### src/rtl/sdram_port_arbiter.sv
// Shares the single 8-bit SDRAM port between download, Z80 RAM and cassette fetch.
// One access at a time, dl > cpu > cas, with a starvation guard lifting cas over cpu.
module sdram_port_arbiter #(
  parameter int AW           = 18,
  parameter int CAS_MAX_WAIT = 64,
  parameter int ACK_TIMEOUT  = 255
) (
  input  logic          clk_sys,
  input  logic          reset_n,
  input  logic          dl_req,
  input  logic [AW-1:0] dl_addr,
  input  logic [7:0]    dl_data,
  output logic          dl_ack,
  output logic          dl_wait,
  input  logic          cpu_req,
  input  logic          cpu_we,
  input  logic [AW-1:0] cpu_addr,
  input  logic [7:0]    cpu_wdata,
  output logic [7:0]    cpu_rdata,
  output logic          cpu_ack,
  input  logic          cas_req,
  input  logic [AW-1:0] cas_addr,
  output logic [7:0]    cas_rdata,
  output logic          cas_ack,
  output logic          mem_req,
  output logic          mem_we,
  output logic [AW-1:0] mem_addr,
  output logic [7:0]    mem_wdata,
  input  logic [7:0]    mem_rdata,
  input  logic          mem_ack,
  output logic [1:0]    grant,
  output logic          timeout_err
);

  localparam int SW = $clog2(CAS_MAX_WAIT + 1);
  localparam int WW = $clog2(ACK_TIMEOUT + 1);

  typedef enum logic [1:0] {IDLE, ISSUE, WAIT, DONE} state_t;
  typedef enum logic [1:0] {OWN_NONE = 2'd0, OWN_DL = 2'd1, OWN_CPU = 2'd2, OWN_CAS = 2'd3} owner_t;

  typedef struct packed {
    owner_t        owner;
    logic          we;
    logic [AW-1:0] addr;
    logic [7:0]    wdata;
  } acc_t;

  state_t        state, state_nxt;
  acc_t          acc, pick;
  logic [SW-1:0] starve_cnt;
  logic [WW-1:0] wait_cnt;
  logic          cas_starved, timed_out, own_reads;
  logic [7:0]    rd_byte;

  assign cas_starved = (starve_cnt == SW'(CAS_MAX_WAIT));
  assign timed_out   = (wait_cnt == WW'(ACK_TIMEOUT - 1));
  assign own_reads   = (acc.owner == OWN_CAS) || (acc.owner == OWN_CPU && !acc.we);
  assign rd_byte     = mem_ack ? mem_rdata : 8'hFF;

  // Winner of the next IDLE decision; OWN_NONE when nobody asks.
  always_comb begin
    pick = '0;
    if (dl_req)
      pick = '{owner: OWN_DL, we: 1'b1, addr: dl_addr, wdata: dl_data};
    else if (cas_req && (cas_starved || !cpu_req))
      pick = '{owner: OWN_CAS, we: 1'b0, addr: cas_addr, wdata: 8'h00};
    else if (cpu_req)
      pick = '{owner: OWN_CPU, we: cpu_we, addr: cpu_addr, wdata: cpu_wdata};
  end

  always_ff @(posedge clk_sys or negedge reset_n) begin
    if (!reset_n) state <= IDLE;
    else          state <= state_nxt;
  end

  always_comb begin
    state_nxt = state;
    mem_req   = 1'b0;
    dl_ack    = 1'b0;
    cpu_ack   = 1'b0;
    cas_ack   = 1'b0;
    case (state)
      IDLE:  if (pick.owner != OWN_NONE) state_nxt = ISSUE;
      ISSUE: begin
        mem_req   = 1'b1;
        state_nxt = WAIT;
      end
      WAIT:  if (mem_ack || timed_out) state_nxt = DONE;
      DONE: begin
        dl_ack    = (acc.owner == OWN_DL);
        cpu_ack   = (acc.owner == OWN_CPU);
        cas_ack   = (acc.owner == OWN_CAS);
        state_nxt = IDLE;
      end
      default: state_nxt = IDLE;
    endcase
  end

  assign mem_we    = mem_req & acc.we;
  assign mem_addr  = acc.addr;
  assign mem_wdata = acc.wdata;
  assign grant     = acc.owner;
  assign dl_wait   = dl_req & ~dl_ack;

  always_ff @(posedge clk_sys or negedge reset_n) begin
    if (!reset_n) begin
      acc         <= '0;
      starve_cnt  <= '0;
      wait_cnt    <= '0;
      cpu_rdata   <= 8'h00;
      cas_rdata   <= 8'h00;
      timeout_err <= 1'b0;
    end else begin
      // Only IDLE decisions count as lost arbitrations.
      if (!cas_req)
        starve_cnt <= '0;
      else if (state == IDLE) begin
        if (pick.owner == OWN_CAS) starve_cnt <= '0;
        else if (!cas_starved)     starve_cnt <= starve_cnt + SW'(1);
      end

      case (state)
        IDLE:  acc <= pick;
        ISSUE: wait_cnt <= '0;
        WAIT: begin
          wait_cnt <= wait_cnt + WW'(1);
          if (mem_ack || timed_out) begin
            if (!mem_ack) timeout_err <= 1'b1;
            if (own_reads && acc.owner == OWN_CPU) cpu_rdata <= rd_byte;
            if (own_reads && acc.owner == OWN_CAS) cas_rdata <= rd_byte;
          end
        end
        DONE:  acc <= '0;
        default: ;
      endcase
    end
  end

endmodule

### config.mk
export PLATFORM = sky130hd
export DESIGN_NAME = sdram_port_arbiter
export DESIGN_NICKNAME = d
export VERILOG_FILES = /design/src/rtl/sdram_port_arbiter.sv
export SDC_FILE = /design/constraint.sdc
export NUM_CORES = 1
export LEC_CHECK = 0
export BUFFER_PORTS_ARGS = -buffer_cell sky130_fd_sc_hd__buf_4
export CAP_MARGIN = 20
export CORE_MARGIN = 2
export CORE_UTILIZATION = 50
export CTS_BUF_LIST = sky130_fd_sc_hd__clkbuf_4
export DETAILED_ROUTE_END_ITERATION = 10
export PLACE_DENSITY = 0.82
export SYNTH_ARGS = -nofsm -noshare
export SYNTH_HDL_FRONTEND = slang
export SYNTH_SLANG_ARGS = --single-unit
export TNS_END_PERCENT = 30
### constraint.sdc
create_clock -name clk_sys -period 3.82 [get_ports clk_sys]
set_clock_uncertainty 0.2 [all_clocks]
set_input_delay 0.382 -clock clk_sys [delete_from_list [all_inputs] [get_ports clk_sys]]
set_output_delay 0.382 -clock clk_sys [all_outputs]
set_load 0.1 [all_outputs]
==> flow_summary.toml <==
[timing]
setup_viol = 0
min_period_ns = 2.56
final_hold_viol_count = 0
max_freq_ghz = 0.391
rsz0062_at_grt = "false"
relSlewSlack = 0.464
tightest_slew_ns = 0.804
fin_tns_setup_ns = 0
fin_ws_ns = 1.26
maxSlewViolCount = 0
period_share = 0.670

[cts]
cts_buffer_depth = 2
worstSkewPairLatency_ns = 0.38
cts_repair_resize_count = 0
clkSlewWorstSetupHoldPaths_ns = 0.11
cts_buffers = 9
h-tree-depth = 3
cts_hold_buf = 8
cts_setup_buffers = 0
root_buffer = "clkbuf_4"
cts.sinks = 63
cts_tree = "done"

[drt]
drt_iter0_drc = 192
drt-total-wl_um = 9520
route.detailed.drc = 0
post_drt_via_cell_ratio = 5.58
first_pass_iters = 4
ant_nets = 0
wire_per_inst_um = 16.1
vias = 3290

[setup_path]
path_max_fanout = 41
r2r-end = "wait_cnt[5]"
crit_required_ns = 3.93
regToRegStartpoint = "state[1]"
path_class = "flip-flop to flip-flop"
end_kind = "flip-flop"
ff2ff_setup_slack_ns = 1.26
worstPathArrival_ns = 2.66
startpoint_type = "flip-flop"
r2r_cells = 6

[grt]
grtUsageTotal = 0.239
antenna_found_initial = 0
grt_first_pass_wirelength_um = 14700
grt_pass1_vias = 3216
grt_max_degree = 64
grt-ovfl-total = 0

[synth]
synth_area_per_cell_um2 = 9.47
seq_area_frac_synth = 0.449
synthesis.area_um2 = 3510
ys_ff_latch = 63
synth_area_leader_cell = "dfrtp_1"
synthTopCellsByArea = "dfrtp_1 45%, a21oi_1 6.4%, buf_4 6.0%"
synth_cell_type_count = 45
synth_top_area_share = 0.449
syn-instance-count = 371
yosys_warnings = 0
syn-num-nets = 464

[hold_path]
hold_depth = 3
worstHoldStart = "cas_addr[2]"
hold_path_class = "input port to flip-flop"
min_to = "mem_addr[2]"

[cells_and_area]
final_common_cell = "buf_4"
diodes = 0
mostFrequentLayoutCells = "137 x buf_4, 63 x dfrtp_1, 45 x a21oi_1"
drive_gt1_frac = 0.330
layout-area-overhead-vs-synth_pct = 33.8
fin_nets = 582
final_cell_count_no_fill = 590

[floorplanning]
core_um2 = 6790
fp.dieW_um = 87.8
rows = 30
start_util = 0.517
dieArea_um2 = 7720
io_pins = 136
dieHeight_um = 87.8

[placement]
dpl.cell_count = 553
pre_cts_slack_ns = 1.29
gp_congestion = 0.794
io_buffers = 135
hpwl_um = 6570

[status]
outcome = "finished clean"

[job]
maxCapViolCount = 0
cell families after synthesis:
kind of cell	synth area share
AOI/OAI and AO/OA	0.258
and+or+nand+nor	0.119
DFF	0.449
xor gates and xnor gates	0.00249
buffers and inverters	0.125
muxes	0.0178
adders and majority gates	0.0285
registers in the layout (all words and copies together), names as in the netlist:
signal,count
cpu_rdata,8
acc,1
state,2
mem_wdata,8
cas_rdata,8
mem_addr,18
grant,2
wait_cnt,8
timeout_err,1
starve_cnt,7
critical path, stage by stage, from the launching register on:
cell     delay [ns]
dfrtp_1        0.40
inv_1          0.08
ha_2           0.56
buf_4          0.43
nand4_1        0.26
or3_1          0.37
a21oi_1        0.17
metrics by stage:
| stage | hold slack [ns] | instance area (µm²) | utilization |
|---|---|---|---|
| 2_1_floorplan | -0.114 | 3510 | - |
| 3_3_place_gp | 0.266 | 4330 | 0.637 |
| 3_5_place_dp | 0.279 | 4330 | 0.637 |
| 4_1_cts | 0.00256 | 4570 | 0.673 |
| 5_1_grt | 0.000131 | 4700 | 0.692 |
| 6_report | 0.0331 | 4700 | 0.692 |
layout make-up:
class                   count  area, µm²
multi-input cells         230       1500
flip-flops and latches     63       1580
repair buffers            158       1240
clock buffers               9       67.6
clock inverters             7       97.6
fillers                   494       2090
inverters                  27        101
well taps                  96        120
layer usage:
layer,part of all wire,up-vias,track usage
li1,-,1551,-
met1,0.42,1584,0.301
met2,0.50,144,0.414
met3,0.072,11,0.0650
met4,0.0086,0,0.0503
met5,0,-,0
synth_stat cells, drive strengths merged:
master and number:
a211oi 18, a21bo 1, a21o 11, a21oi 46, a22o 10, a31o 1, a31oi 21, a32oi 1
a41o 1, and2 1, and3 5, and3b 1, and4 1, and4b 1, buf 34, clkbuf 17
dfrtp 63, ha 8, inv 27, mux2 2, mux2i 4, nand2 31, nand2b 2, nand3 8
nand3b 1, nand4 4, nor2 11, nor2b 4, nor3 3, nor3b 1, nor4 1, nor4b 1
o211ai 1, o21ai 7, o22a 17, o41ai 1, or2 1, or3 2, xor2 1
worst max path at each step:
stage                         from     endpoint  slack, ns  cells past startpoint
after floorplan           state[0]      dl_wait       0.54                      4
after global placement    state[0]  wait_cnt[5]       1.45                      6
after detailed placement  state[0]  wait_cnt[7]       1.29                      6
after CTS                 state[1]  wait_cnt[7]       1.28                      6
after global routing      state[1]  wait_cnt[7]       1.05                      6
final                     state[1]  wait_cnt[5]       1.26                      6
Power is not shown: default switching activity piles up to over one toggle a cycle in this logic, so the estimate is an artifact.
